**src/rtl/jtag_tap_if.sv**
```systemverilog
// JTAG TAP pin/strobe bundle: the driver side uses master, the TAP uses slave.
interface jtag_tap_if #(
    parameter int unsigned IR_WIDTH = 4
);
    logic                tms;
    logic                tdi;
    logic                tdo;
    logic                tdo_en;
    logic [IR_WIDTH-1:0] ir;
    logic                user_sel;
    logic                user_capture;
    logic                user_shift;
    logic                user_update;
    logic                user_tdo;
    logic                tap_reset;

    // Cable driver plus user data register side
    modport master (
        output tms, tdi, user_tdo,
        input  tdo, tdo_en, ir, user_sel, user_capture, user_shift, user_update, tap_reset
    );

    // TAP controller side
    modport slave (
        input  tms, tdi, user_tdo,
        output tdo, tdo_en, ir, user_sel, user_capture, user_shift, user_update, tap_reset
    );
endinterface

```
**src/rtl/jtag_tap.sv**
```systemverilog
// IEEE 1149.1 TAP controller: 16-state FSM, IR, IDCODE/BYPASS DRs, user DR strobes.
module jtag_tap #(
    parameter int unsigned         IR_WIDTH     = 4,
    parameter logic [31:0]         IDCODE_VALUE = 32'h1000_0001,
    parameter logic [IR_WIDTH-1:0] INSTR_IDCODE = 4'b0001,
    parameter logic [IR_WIDTH-1:0] INSTR_DEBUG  = 4'b1000
) (
    input  logic         tck,
    input  logic         trstn,
    jtag_tap_if.slave    bus
);

    localparam int unsigned DR_ID_WIDTH = 32;

    typedef enum logic [3:0] {
        ST_TLR     = 4'd0,
        ST_RTI     = 4'd1,
        ST_SEL_DR  = 4'd2,
        ST_CAP_DR  = 4'd3,
        ST_SH_DR   = 4'd4,
        ST_EX1_DR  = 4'd5,
        ST_PAU_DR  = 4'd6,
        ST_EX2_DR  = 4'd7,
        ST_UPD_DR  = 4'd8,
        ST_SEL_IR  = 4'd9,
        ST_CAP_IR  = 4'd10,
        ST_SH_IR   = 4'd11,
        ST_EX1_IR  = 4'd12,
        ST_PAU_IR  = 4'd13,
        ST_EX2_IR  = 4'd14,
        ST_UPD_IR  = 4'd15
    } state_e;

    state_e                  state_q, state_d;
    logic [IR_WIDTH-1:0]     ir_q, ir_d;
    logic [IR_WIDTH-1:0]     ir_sr_q, ir_sr_d;
    logic [DR_ID_WIDTH-1:0]  id_sr_q, id_sr_d;
    logic                    bypass_q, bypass_d;
    logic                    tdo_q;
    logic                    tdo_en_q;

    logic tlr_c, cap_dr_c, sh_dr_c, upd_dr_c, cap_ir_c, sh_ir_c, upd_ir_c;
    logic sel_id_c, sel_user_c;
    logic tdo_c;

    // FSM state register
    always_ff @(posedge tck or negedge trstn) begin
        if (!trstn) begin
            state_q <= ST_TLR;
        end else begin
            state_q <= state_d;
        end
    end

    // FSM next state from tms
    always_comb begin
        state_d = state_q;
        unique case (state_q)
            ST_TLR:    state_d = bus.tms ? ST_TLR    : ST_RTI;
            ST_RTI:    state_d = bus.tms ? ST_SEL_DR : ST_RTI;
            ST_SEL_DR: state_d = bus.tms ? ST_SEL_IR : ST_CAP_DR;
            ST_CAP_DR: state_d = bus.tms ? ST_EX1_DR : ST_SH_DR;
            ST_SH_DR:  state_d = bus.tms ? ST_EX1_DR : ST_SH_DR;
            ST_EX1_DR: state_d = bus.tms ? ST_UPD_DR : ST_PAU_DR;
            ST_PAU_DR: state_d = bus.tms ? ST_EX2_DR : ST_PAU_DR;
            ST_EX2_DR: state_d = bus.tms ? ST_UPD_DR : ST_SH_DR;
            ST_UPD_DR: state_d = bus.tms ? ST_SEL_DR : ST_RTI;
            ST_SEL_IR: state_d = bus.tms ? ST_TLR    : ST_CAP_IR;
            ST_CAP_IR: state_d = bus.tms ? ST_EX1_IR : ST_SH_IR;
            ST_SH_IR:  state_d = bus.tms ? ST_EX1_IR : ST_SH_IR;
            ST_EX1_IR: state_d = bus.tms ? ST_UPD_IR : ST_PAU_IR;
            ST_PAU_IR: state_d = bus.tms ? ST_EX2_IR : ST_PAU_IR;
            ST_EX2_IR: state_d = bus.tms ? ST_UPD_IR : ST_SH_IR;
            ST_UPD_IR: state_d = bus.tms ? ST_SEL_DR : ST_RTI;
            default:   state_d = ST_TLR;
        endcase
    end

    // FSM state decode into action strobes
    always_comb begin
        tlr_c    = 1'b0;
        cap_dr_c = 1'b0;
        sh_dr_c  = 1'b0;
        upd_dr_c = 1'b0;
        cap_ir_c = 1'b0;
        sh_ir_c  = 1'b0;
        upd_ir_c = 1'b0;
        unique case (state_q)
            ST_TLR:    tlr_c    = 1'b1;
            ST_CAP_DR: cap_dr_c = 1'b1;
            ST_SH_DR:  sh_dr_c  = 1'b1;
            ST_UPD_DR: upd_dr_c = 1'b1;
            ST_CAP_IR: cap_ir_c = 1'b1;
            ST_SH_IR:  sh_ir_c  = 1'b1;
            ST_UPD_IR: upd_ir_c = 1'b1;
            default:   ;
        endcase
    end

    // DR selection decoded from the active instruction; anything unknown is BYPASS
    always_comb begin
        sel_id_c   = (ir_q == INSTR_IDCODE);
        sel_user_c = (ir_q == INSTR_DEBUG);
    end

    // Shift/capture/update next values; pause and exit states simply hold
    always_comb begin
        ir_d     = ir_q;
        ir_sr_d  = ir_sr_q;
        id_sr_d  = id_sr_q;
        bypass_d = bypass_q;
        if (tlr_c) begin
            ir_d = INSTR_IDCODE;
        end else if (upd_ir_c) begin
            ir_d = ir_sr_q;
        end
        if (cap_ir_c) begin
            ir_sr_d = IR_WIDTH'(2'b01);
        end else if (sh_ir_c) begin
            ir_sr_d = {bus.tdi, ir_sr_q[IR_WIDTH-1:1]};
        end
        if (cap_dr_c && sel_id_c) begin
            id_sr_d = IDCODE_VALUE;
        end else if (sh_dr_c && sel_id_c) begin
            id_sr_d = {bus.tdi, id_sr_q[DR_ID_WIDTH-1:1]};
        end
        if (cap_dr_c && !sel_id_c && !sel_user_c) begin
            bypass_d = 1'b0;
        end else if (sh_dr_c && !sel_id_c && !sel_user_c) begin
            bypass_d = bus.tdi;
        end
    end

    // Instruction and data shift registers, rising edge
    always_ff @(posedge tck or negedge trstn) begin
        if (!trstn) begin
            ir_q     <= INSTR_IDCODE;
            ir_sr_q  <= '0;
            id_sr_q  <= '0;
            bypass_q <= 1'b0;
        end else begin
            ir_q     <= ir_d;
            ir_sr_q  <= ir_sr_d;
            id_sr_q  <= id_sr_d;
            bypass_q <= bypass_d;
        end
    end

    // Serial output source by state
    always_comb begin
        tdo_c = 1'b0;
        if (sh_ir_c) begin
            tdo_c = ir_sr_q[0];
        end else if (sh_dr_c) begin
            if (sel_id_c) begin
                tdo_c = id_sr_q[0];
            end else if (sel_user_c) begin
                tdo_c = bus.user_tdo;
            end else begin
                tdo_c = bypass_q;
            end
        end
    end

    // tdo/tdo_en launched on the falling edge so the driver samples mid-cycle
    always_ff @(negedge tck or negedge trstn) begin
        if (!trstn) begin
            tdo_q    <= 1'b0;
            tdo_en_q <= 1'b0;
        end else begin
            tdo_q    <= tdo_c;
            tdo_en_q <= sh_ir_c | sh_dr_c;
        end
    end

    // Output wiring; user strobes follow state directly
    assign bus.tdo          = tdo_q;
    assign bus.tdo_en       = tdo_en_q;
    assign bus.ir           = ir_q;
    assign bus.user_sel     = sel_user_c;
    assign bus.user_capture = sel_user_c & cap_dr_c;
    assign bus.user_shift   = sel_user_c & sh_dr_c;
    assign bus.user_update  = sel_user_c & upd_dr_c;
    assign bus.tap_reset    = tlr_c;

endmodule
```
**src/flat_wrapper.sv**
```systemverilog
// flat-port wrapper written by rule: the top's interface ports become plain ports
module jtag_tap_flat 
#(
    parameter int unsigned         IR_WIDTH     = 4,
    parameter logic [31:0]         IDCODE_VALUE = 32'h1000_0001,
    parameter logic [IR_WIDTH-1:0] INSTR_IDCODE = 4'b0001,
    parameter logic [IR_WIDTH-1:0] INSTR_DEBUG  = 4'b1000
)
  (tck, trstn, bus_tms, bus_tdi, bus_user_tdo, bus_tdo, bus_tdo_en, bus_ir, bus_user_sel, bus_user_capture, bus_user_shift, bus_user_update, bus_tap_reset);
  jtag_tap_if #(.IR_WIDTH(IR_WIDTH)) bus_i ();
  input  logic tck;
  input  logic trstn;
  input wire logic [$bits(bus_i.tms)-1:0] bus_tms;
  input wire logic [$bits(bus_i.tdi)-1:0] bus_tdi;
  input wire logic [$bits(bus_i.user_tdo)-1:0] bus_user_tdo;
  output wire logic [$bits(bus_i.tdo)-1:0] bus_tdo;
  output wire logic [$bits(bus_i.tdo_en)-1:0] bus_tdo_en;
  output wire logic [$bits(bus_i.ir)-1:0] bus_ir;
  output wire logic [$bits(bus_i.user_sel)-1:0] bus_user_sel;
  output wire logic [$bits(bus_i.user_capture)-1:0] bus_user_capture;
  output wire logic [$bits(bus_i.user_shift)-1:0] bus_user_shift;
  output wire logic [$bits(bus_i.user_update)-1:0] bus_user_update;
  output wire logic [$bits(bus_i.tap_reset)-1:0] bus_tap_reset;
  assign bus_i.tms = bus_tms;
  assign bus_i.tdi = bus_tdi;
  assign bus_i.user_tdo = bus_user_tdo;
  assign bus_tdo = bus_i.tdo;
  assign bus_tdo_en = bus_i.tdo_en;
  assign bus_ir = bus_i.ir;
  assign bus_user_sel = bus_i.user_sel;
  assign bus_user_capture = bus_i.user_capture;
  assign bus_user_shift = bus_i.user_shift;
  assign bus_user_update = bus_i.user_update;
  assign bus_tap_reset = bus_i.tap_reset;
  jtag_tap #(.IR_WIDTH(IR_WIDTH), .IDCODE_VALUE(IDCODE_VALUE), .INSTR_IDCODE(INSTR_IDCODE), .INSTR_DEBUG(INSTR_DEBUG)) u_core (.tck(tck), .trstn(trstn), .bus(bus_i));
endmodule
```
**config.mk**
```make
export PLATFORM = sky130hd
export DESIGN_NAME = jtag_tap_flat
export DESIGN_NICKNAME = d
export VERILOG_FILES = /design/src/rtl/jtag_tap_if.sv /design/src/rtl/jtag_tap.sv /design/src/flat_wrapper.sv
export SDC_FILE = /design/constraint.sdc
export NUM_CORES = 1
export LEC_CHECK = 0
export CAP_MARGIN = 20
export CORE_MARGIN = 2
export CORE_UTILIZATION = 30
export CTS_CLUSTER_DIAMETER = 150
export DETAILED_ROUTE_END_ITERATION = 10
export GPL_TIMING_DRIVEN = 0
export SLEW_MARGIN = 20
export SYNTH_ARGS = -nofsm -noshare
export SYNTH_HDL_FRONTEND = slang
export SYNTH_SLANG_ARGS = --single-unit
```
**constraint.sdc**
```tcl
create_clock -name tck -period 2.1 [get_ports tck]
set_input_delay 0.315 -clock tck [delete_from_list [all_inputs] [get_ports tck]]
set_output_delay 0.315 -clock tck [all_outputs]
set_load 0.1 [all_outputs]
```
==> summary.md <==
| Metric | Value |
|---|---|
| Outcome | `complete, but fails checks` |
| Failing checks | `negative setup slack` |
| Initial DRT Pass Iterations | `4` |
| CP Class | `flop to flop` |
| Required time worst endpoint | `1.19 ns` |
| CP Max Fanout | `3` |
| TritonCTS clock tree | `done` |
| TritonCTS buffer count | `5` |
| Yosys top cell by area | `dfrtp_1` |
| Root Driver | `clkbuf_8` |
| Non-filler cells, final | `just under 300` |
| Final Hold Vio Count | `0` |
| Htree depth | `2` |
| Final WL | `4.46 mm` |
| Commonest non-fill, non-tap cells in the layout | `dfrtp_1, a22o_1, buf_4` |
| Syn Nets | `roughly 180` |
| Synth Instances | `between 150 and 200` |
| Async S/R FF share, synth | `1.00` |
| Finished Core Util | `0.395` |
| Post-Syn Area per Cell | `about 12 sq um` |
| Synth cell types | `between 40 and 50` |
| Io pins | `16` |
| Post-synth EDFFs | `0` |
| Final slew viol count | `0` |
| Clock transition at the registers of the reported paths | `about 0.09 ns` |
| DR vias/cell | `5.21` |
| Least-Margin Pin Slew | `0.959 ns` |
| Post-placement setup slack | `-0.887 ns` |
| Setup slack, reg-to-reg | `-0.44 ns` |
| Hold/Removal Path Class | `primary input to flop` |
| Placed insts | `roughly 270` |
| Share of the synthesized area in the top cell type | `0.534` |
| Residual DRC | `0` |
| Largest cells by area after synthesis | `dfrtp_1, a22o_1, buf_6, dfrtn_1, a21oi_1` |
| Final Skew | `about 0.0078 ns` |
| Area Overhead vs Synth | `28.6%` |
| Total GRT Usage | `0.129` |
| Maximum number of pins on one net before global-route repair | `27` |
| Number of global-route vias before repair | `1530` |
| Antenna Diode Count | `0` |
| Max-cap violations | `0` |
| Post-synthesis instance area | `between 2000 and 2500 sq um` |
| Unrepaired setup endpoints after global routing | `yes` |
| Clk buf depth | `2` |
| First-pass GRT wire length | `between 7 and 8 mm` |
| Die ar. | `7560 sq um` |
| Most used DFF post-synth | `dfrtp_1` |
| Worst setup SP type | `flop` |
| Leakage power | `about 1.2 nW` |
| Post-route cell area | `around 2700 sq um` |
| Post-DRT Antenna Nets | `0` |
| FF+latch count, synth | `47` |
| Dpl hpwl | `roughly 2.9 mm` |
| Antenna violations before repair | `0` |
| Cell Pwr Density | `between 1500 and 2000 nW/um^2` |
| Clock Sinks | `47` |
| Sequential-to-total area share from yosys stat | `0.571` |
| Worst Setup End Kind | `flop` |
| Layout cells sized above 1 | `0.283` |
| Maximum VDD drop | `0.608 mV` |
| RePlAce Congestion | `between 0.8 and 0.9` |
| Die span in x | `just under 90 um` |
| Arrival time of the worst setup path | `between 1.5 and 2 ns` |
| Initial core utilization | `0.307` |
| Yosys warning count | `0` |
| Row cnt | `30` |
| Routed WL per cell | `around 15 um` |
| Nets | `~220` |
| Area after DPL | `2400 sq um` |
| Core box area | `6720 sq um` |
| Vias | `about 1500` |
| Setup ws final | `-0.435 ns` |
| Iteration-0 DRC Markers | `65` |
| Clock Latency Late Sink | `around 0.3 ns` |
| Max_slew headroom | `0.363` |
| Most common cell after layout, fill and taps aside | `dfrtp_1` |
| Die Y | `a little under 90 um` |
| Gr ovfl total | `0` |
| Number of port buffers | `14` |
| Final setup fails | `8` |
==> final timing paths <==
path	depth (start not counted)	endpoint	start
worst max-delay path	3	u_core.bus.tdo	u_core.bus.ir[0]
worst min-delay path	3	u_core.state_q[1]	bus_tms
worst max register to register	3	u_core.bus.tdo	u_core.bus.ir[0]
worst min register to register	1	u_core.id_sr_q[19]	u_core.id_sr_q[20]
max in group asynchronous	3	u_core.bus.tdo_en	trstn
min in group asynchronous	2	u_core.state_q[2]	trstn
==> metrics by stage <==
stage | total power [W] | hold WS, ns | TNS, ns
finish | 0.00437 | 0.465 | -2.11
global route | 0.00463 | 0.496 | -2.44
CTS | 0.00434 | 0.464 | -2.23
detailed placement | 0.00338 | 0.318 | -6.28
global placement | 0.00336 | 0.474 | -37.12
floorplan | 0.00293 | 0.0194 | -2.43
==> cell type report <==
type,count,area [sq um]
Clock buffer,6,72.6
Inverter,7,30.0
Sequential cell,47,1190
Buffer,16,129
Timing Repair Buffer,26,260
Tap cell,80,100
Fill cell,656,4070
Clock inverter,2,37.5
Multi-Input combinational cell,108,833
==> sequential cells by signal, summed over array words and instances, names as in the netlist <==
register and count:
u_core.id_sr_q 32, u_core.bypass_q 1, u_core.state_q 4, u_core.bus.tdo 1, u_core.bus.tdo_en 1, u_core.bus.ir 4
u_core.ir_sr_q 4
==> kinds of logic after synthesis <==
kind of cell	count (synthesis)	share of synthesized area
buffers and inverters	24	0.0649
AND/OR/NAND/NOR	43	0.119
AO/OA/AOI/OAI	62	0.231
flip-flops	47	0.571
XOR/XNOR	1	0.00425
multiplexers	2	0.0103
==> repair_timing <==
item	4_1_cts	5_1_grt
setup endpoints to repair	13	34
resized for setup	64	6
hold endpoints to repair	21	0
hold buffers	1	0
buffers inserted	9	1
pin swaps	2	0
==> report_power, final <==
part	leakage (nW)	switching [W]	internal [W]
Combinational	0.529	0.00145	0.000950
Sequential	0.622	0.000163	0.00114
Clock	0.0514	0.000307	0.000355
==> critical path, stage by stage (launching register included) <==
cell and delay [ns]:
dfstp_4 0.62, or4b_4 0.48, o22ai_4 0.12, o32ai_2 0.10
==> cells in the mapped netlist, types with 2 or more instances <==
| master | n |
|---|---|
| dfrtp_1 | 44 |
| or4b_2 | 2 |
| o21ai_0 | 4 |
| clkbuf_1 | 6 |
| inv_1 | 7 |
| a211oi_1 | 5 |
| dfrtn_1 | 2 |
| or4b_1 | 2 |
| o22ai_1 | 6 |
| nor2_1 | 9 |
| buf_6 | 5 |
| nand3_1 | 2 |
| nor4_1 | 2 |
| nor3_1 | 3 |
| nand2_1 | 10 |
| buf_2 | 5 |
| o32ai_1 | 2 |
| nand2b_1 | 2 |
| a22o_1 | 30 |
| a21oi_1 | 8 |
==> metal layers <==
| layer | vias to the layer above | routed length [um] | track usage |
|---|---|---|---|
| li1 | 729 | - | - |
| met1 | 765 | 2260 | 0.177 |
| met2 | 21 | 2020 | 0.201 |
| met3 | 6 | 108 | 0.0294 |
| met4 | 0 | 70 | 0.0426 |
| met5 | - | 0 | 0 |
Note: power is estimated with default switching activity, not from simulation.
